`src/rtl/fwft_fifo_flags.sv`:
```
// First-word-fall-through synchronous FIFO with fill count, programmable
// almost-full / almost-empty thresholds, sticky overflow / underflow error
// flags and a synchronous flush. The head word is always visible on
// data_out; read_en pops it.
module fwft_fifo_flags #(
  parameter int WIDTH    = 8,
  parameter int DEPTH    = 64,
  parameter int AF_LEVEL = DEPTH - 4,
  parameter int AE_LEVEL = 4
) (
  input  logic                     clk,
  input  logic                     rst,
  input  logic                     flush,
  input  logic                     write_en,
  input  logic [WIDTH-1:0]         data_in,
  input  logic                     read_en,
  output logic [WIDTH-1:0]         data_out,
  output logic                     full,
  output logic                     empty,
  output logic                     almost_full,
  output logic                     almost_empty,
  output logic [$clog2(DEPTH):0]   count,
  output logic                     overflow,
  output logic                     underflow
);

  localparam int AW = $clog2(DEPTH);
  localparam int CW = AW + 1;

  localparam logic [CW-1:0] DEPTH_C = CW'(DEPTH);
  localparam logic [CW-1:0] AF_C    = CW'(AF_LEVEL);
  localparam logic [CW-1:0] AE_C    = CW'(AE_LEVEL);
  localparam logic [AW-1:0] PTR_ONE = AW'(1);
  localparam logic [CW-1:0] CNT_ONE = CW'(1);

  logic [WIDTH-1:0] mem_r [DEPTH];
  logic [AW-1:0]    wr_ptr_r;
  logic [AW-1:0]    rd_ptr_r;
  logic [CW-1:0]    count_r;
  logic             overflow_r;
  logic             underflow_r;

  logic             full_s;
  logic             empty_s;
  logic             wr_ok_s;
  logic             rd_ok_s;
  logic             ovf_set_s;
  logic             unf_set_s;

  // Flag decode from the registered count and transfer acceptance.
  always_comb begin
    full_s    = (count_r == DEPTH_C);
    empty_s   = (count_r == {CW{1'b0}});
    // A write into a full FIFO is still accepted when a pop frees a slot.
    wr_ok_s   = write_en && (!full_s || read_en);
    rd_ok_s   = read_en && !empty_s;
    ovf_set_s = write_en && full_s && !read_en;
    unf_set_s = read_en && empty_s;
  end

  // Storage write; contents survive reset and flush.
  always_ff @(posedge clk) begin
    if (wr_ok_s && !flush) begin
      mem_r[wr_ptr_r] <= data_in;
    end else begin
      mem_r[wr_ptr_r] <= mem_r[wr_ptr_r];
    end
  end

  // Pointers, fill count and sticky error flags; flush overrides any transfer.
  always_ff @(posedge clk or negedge rst) begin
    if (!rst) begin
      wr_ptr_r    <= {AW{1'b0}};
      rd_ptr_r    <= {AW{1'b0}};
      count_r     <= {CW{1'b0}};
      overflow_r  <= 1'b0;
      underflow_r <= 1'b0;
    end else if (flush) begin
      wr_ptr_r    <= {AW{1'b0}};
      rd_ptr_r    <= {AW{1'b0}};
      count_r     <= {CW{1'b0}};
      overflow_r  <= 1'b0;
      underflow_r <= 1'b0;
    end else begin
      if (wr_ok_s) begin
        wr_ptr_r <= wr_ptr_r + PTR_ONE;
      end
      if (rd_ok_s) begin
        rd_ptr_r <= rd_ptr_r + PTR_ONE;
      end
      case ({wr_ok_s, rd_ok_s})
        2'b10:   count_r <= count_r + CNT_ONE;
        2'b01:   count_r <= count_r - CNT_ONE;
        default: count_r <= count_r;
      endcase
      if (ovf_set_s) begin
        overflow_r <= 1'b1;
      end
      if (unf_set_s) begin
        underflow_r <= 1'b1;
      end
    end
  end

  assign data_out     = mem_r[rd_ptr_r];
  assign full         = full_s;
  assign empty        = empty_s;
  assign almost_full  = (count_r >= AF_C);
  assign almost_empty = (count_r <= AE_C);
  assign count        = count_r;
  assign overflow     = overflow_r;
  assign underflow    = underflow_r;

endmodule

```
`config.mk`:
```
export PLATFORM = sky130hd
export DESIGN_NAME = fwft_fifo_flags
export DESIGN_NICKNAME = d
export VERILOG_FILES = /design/src/rtl/fwft_fifo_flags.sv
export SDC_FILE = /design/constraint.sdc
export NUM_CORES = 1
export LEC_CHECK = 0
export CORE_UTILIZATION = 40
export CTS_BUF_LIST = sky130_fd_sc_hd__clkbuf_4
export CTS_CLUSTER_DIAMETER = 50
export DETAILED_ROUTE_END_ITERATION = 6
export DONT_BUFFER_PORTS = 1
export GPL_TIMING_DRIVEN = 0
export PLACE_DENSITY_LB_ADDON = 0.3
export SETUP_SLACK_MARGIN = 0.5
export SYNTH_ARGS = -nofsm -noshare
export SYNTH_HDL_FRONTEND = slang
export SYNTH_SLANG_ARGS = --single-unit
```
`constraint.sdc`:
```
create_clock -name clk -period 2.87 [get_ports clk]
set_input_delay 0.1435 -clock clk [delete_from_list [all_inputs] [get_ports clk]]
set_output_delay 0.1435 -clock clk [all_outputs]
set_load 0.02 [all_outputs]
```
==> summary.md <==
| Metric | Value |
|---|---|
| Worst hold slack | 0.164 ns |
| Worst stage delay on the critical path | roughly 0.55 ns |
| Multiplexer share of the synthesized area | 14.5% |
| Leakage power | slightly below 0.009 uW |
| Wire length per cell | 28.6 microns |
| Area growth syn-to-layout | 29.5% |
| DRT antenna net count | 0 |
| Post-synthesis adder-cell area fraction | less than 1% |
| Total die area | 54000 sq um |
| Worst Setup EP | data_out[4] |
| Critical path launch point type | flop |
| DR iter-0 viols | between 1000 and 1500 |
| First-pass GRT wire length | 88.3 mm |
| TNS Setup | -4.34 ns |
| Seq/Total Area, Yosys | 74.9% |
| Async S/R FF share, synth | 3.94% |
| Netlist cell types | 65 |
| P_int | ~15000 uW |
| Worst-path clk slew | 0.08 ns |
| Most common cell after layout, fill and taps aside | edfxtp_1 |
| Number of synthesized flops with an enable pin | 512 |
| Post-route worst setup slack | -0.576 ns |
| Via density per instance | 5.81 |
| GR Overflow Total | 0 |
| Leading cell types in the layout, fill and taps excluded | 512 x edfxtp_1, 205 x clkbuf_4, 115 x mux4_2, 71 x buf_12, 68 x nor2_4 |
| Placer's final routability congestion estimate | 0.849 |
| Clock Latency Late Sink | 1.00 ns |
| Crit path from | rd_ptr_r[0] |
| DR pass1 iterations | 6 |
| Max cap viols | 0 |
| Chip width | 232 microns |
| Mapped Avg Cell Area | 19.5 sq um |
| WL final | 62.0 mm |
| Filler instances | 4087 |
| Die Y | around 230 microns |
| Detailed-route via count | about 13000 |
| Nets | roughly 1400 |
| Final hold viol count | 0 |
| Reg area | roughly 16000 sq um |
| Vias in the first global route | 12700 |
| FF-to-FF End | count[6] |
| CP Cell Sequence | buf_12, buf_12, buf_16, mux4_2, a22o_1, a211oi_2, a21oi_2, a22o_4 |
| Worst Reg-to-Reg Cells | 13 |
| CTS H-tree depth | 4 |
| Critical path peak fanout | 5 |
| Dpl ws | -0.624 ns |
| Clock Power Share | 31.0% |
| CORE AREA | 52400 sq um |
| CTS tree | done |
| GRT Util Overall | 23.6% |
| Arr. time, crit path | 3.30 ns |
| Mapped Nets | between 1000 and 1500 |
| Period minus WS final | around 3.4 ns |
| R2r setup slk | -0.05 ns |
| Post-synthesis xor/xnor area fraction | less than 1% |
| Post-synthesis register bit count | 533 |
| Psw | 6220 uW |
| Largest family of logic cells by synthesized area | multiplexers |
| Max-Slew Margin vs Limit | 26.2% |
| Antenna violations before repair | 2 |
| Dpl hpwl | 35.6 mm |
| Violated checks | negative setup slack |
| Status | finished with violations |
| Crit Path Category | reg -> out |
| Slowest CP cell | mux4_2 |
| Final setup vio count | 10 |
| Cts bufs inserted | 137 |
| Crit path required time | between 2 and 3 ns |
| Period Utilization, post-route | 120% |
| CTS Sinks | 533 |
| Row cnt | 84 |
| Max-slew violations | 0 |
| Post-DP Area | 22300 sq um |
| RSZ-0062 raised after global routing | true |
| Root buffer cell | clkbuf_4 |
| Worst-Margin Slew | 1.11 ns |
| CP Capture Type | output port |
| YS warnings | 0 |
| Final design utilization | 52.4% |
| Synth Area in Simple Gates | roughly 4% |
| Clk buf depth | 3 |
| Compound-gate portion of the synthesized area | under 10% |
| Clock skew | 0.0693 ns |
| Synth Instances | 1086 |
| Final Cell Area | 27500 sq um |
| Worst flop-to-flop path startpoint | count[3] |
| PwrDens | 769 nW/um^2 |
| Initial core utilization | 40.5% |
| I/O pins | 34 |
| Layout cells sized above 1 | a little under half |
| Worst vdd ir | 0.644 mV |
| Peak Freq | 290 MHz |
| Commonest register cell after synthesis | edfxtp_1 |
| PortBufs | 0 |
| Sequential share of power | between 40% and 50% |
| Multi-input logic area | around 6000 sq um |
| Worst min-delay path class | in -> reg |
| CP most frequent cell | buf_12 |
| Logic pwr share | 27.5% |
| DRC | 0 |
| Largest net degree at the start of global routing | 65 |
| Switching share of total power | 29.4% |
| Mapped cell area | 21200 sq um |
[power groups by stage]
stage	clock [uW]	combinational [uW]	sequential (uW)
floorplan	0	2830	8890
global placement	0	4080	8910
detailed placement	0	4100	8920
CTS	6660	5340	8750
global route	7110	6010	8780
finish	6560	5800	8770
[synth_stat cells (2+ instances only)]
master | n | area (sq um)
buf_2 | 25 | 125
o221ai_1 | 10 | 87.6
inv_1 | 5 | 18.8
o22ai_1 | 4 | 25.0
or3b_2 | 3 | 26.3
ha_1 | 4 | 50.1
edfxtp_1 | 512 | 15400
nand2_1 | 22 | 82.6
nor2_1 | 95 | 357
clkinv_1 | 2 | 7.51
buf_4 | 5 | 37.5
a211oi_1 | 11 | 82.6
mux2i_1 | 42 | 420
or3_1 | 7 | 43.8
a221oi_1 | 2 | 17.5
mux4_2 | 115 | 2590
nor3_1 | 8 | 40.0
nand2b_1 | 2 | 12.5
a211o_1 | 3 | 26.3
nor4_1 | 4 | 25.0
dfrtp_1 | 21 | 526
nand3_1 | 14 | 70.1
buf_6 | 9 | 101
clkbuf_1 | 28 | 105
a22oi_1 | 21 | 158
buf_1 | 6 | 22.5
a31oi_1 | 5 | 31.3
o41ai_1 | 2 | 17.5
a21boi_0 | 2 | 15.0
xnor2_1 | 8 | 70.1
a22o_1 | 10 | 87.6
nand3b_1 | 6 | 45.0
xor2_1 | 2 | 17.5
a21oi_1 | 22 | 110
a21o_1 | 3 | 22.5
and3_1 | 3 | 18.8
o21ai_0 | 8 | 40.0
mux2_2 | 5 | 56.3
nor2b_1 | 4 | 25.0
[cells by family (layout without fill, tap and decap cells)]
logic type | count (synthesis) | after routing
xor gates and xnor gates | 10 | 10
and+or+nand+nor | 178 | 178
DFF | 533 | 533
adders and majority gates | 4 | 4
muxes | 163 | 163
AOI/OAI and AO/OA | 118 | 118
buffers and inverters | 80 | 470
other | 0 | 3
[worst max-delay path, delay by kind of cell (launching register included)]
kind | cells | cell delay [ns]
AOI/OAI and AO/OA | 4 | 0.92
muxes | 1 | 0.55
DFF | 1 | 0.44
buffers and inverters | 3 | 0.39
[worst min path at each step]
stage                from      endpoint  slack [ns]  cells past startpoint
5_1_grt        data_in[3]  mem_r[44][3]        0.13                      2
6_report         write_en      count[0]        0.16                      4
4_1_cts          write_en      count[0]        0.08                      4
3_5_place_dp          rst      count[4]       -0.15                      0
2_1_floorplan         rst      count[0]       -0.15                      0
3_3_place_gp          rst      count[4]       -0.15                      0
[per-stage QoR]
stage               power, uW  instances
finish                  21100       2167
global route            21900       2167
CTS                     20700       2125
detailed placement      13000       1774
global placement        13000       1774
floorplan               11700       1086
[layout make-up]
class	count	area share, %
sequential	533	57.9
multi-input combinational	473	21.4
timing repair buffer	156	8.21
clock buffer	202	5.52
tap	688	3.13
buffer	73	3.04
clock inverter	32	0.737
inverter	7	0.114
antenna	3	0.0273
[sequential cells by signal (all words and copies together), names as in the netlist]
register and cells:
count 7, mem_r 512, overflow 1, rd_ptr_r 6
underflow 1, wr_ptr_r 6
[timing repair]
| action | in CTS | in global routing |
|---|---|---|
| endpoints found under the setup margin | 528 | 497 |
| gates cloned | 2 | 1 |
| endpoints found under the hold margin | 610 | 0 |
| setup buffers | 90 | 38 |
| hold buffers | 25 | 0 |
| pin swaps | 63 | 60 |
| resized for setup | 274 | 91 |
[layer usage]
metal / GRT usage [%] / part of all wire (%) / up-vias
li1: - / - / 5154
met1: 31.1 / 39 / 6546
met2: 36.0 / 48 / 753
met3: 7.16 / 10 / 130
met4: 10.2 / 3.3 / 0
met5: 0 / 0 / -
No activity file was read; power rests on OpenSTA's default activity.
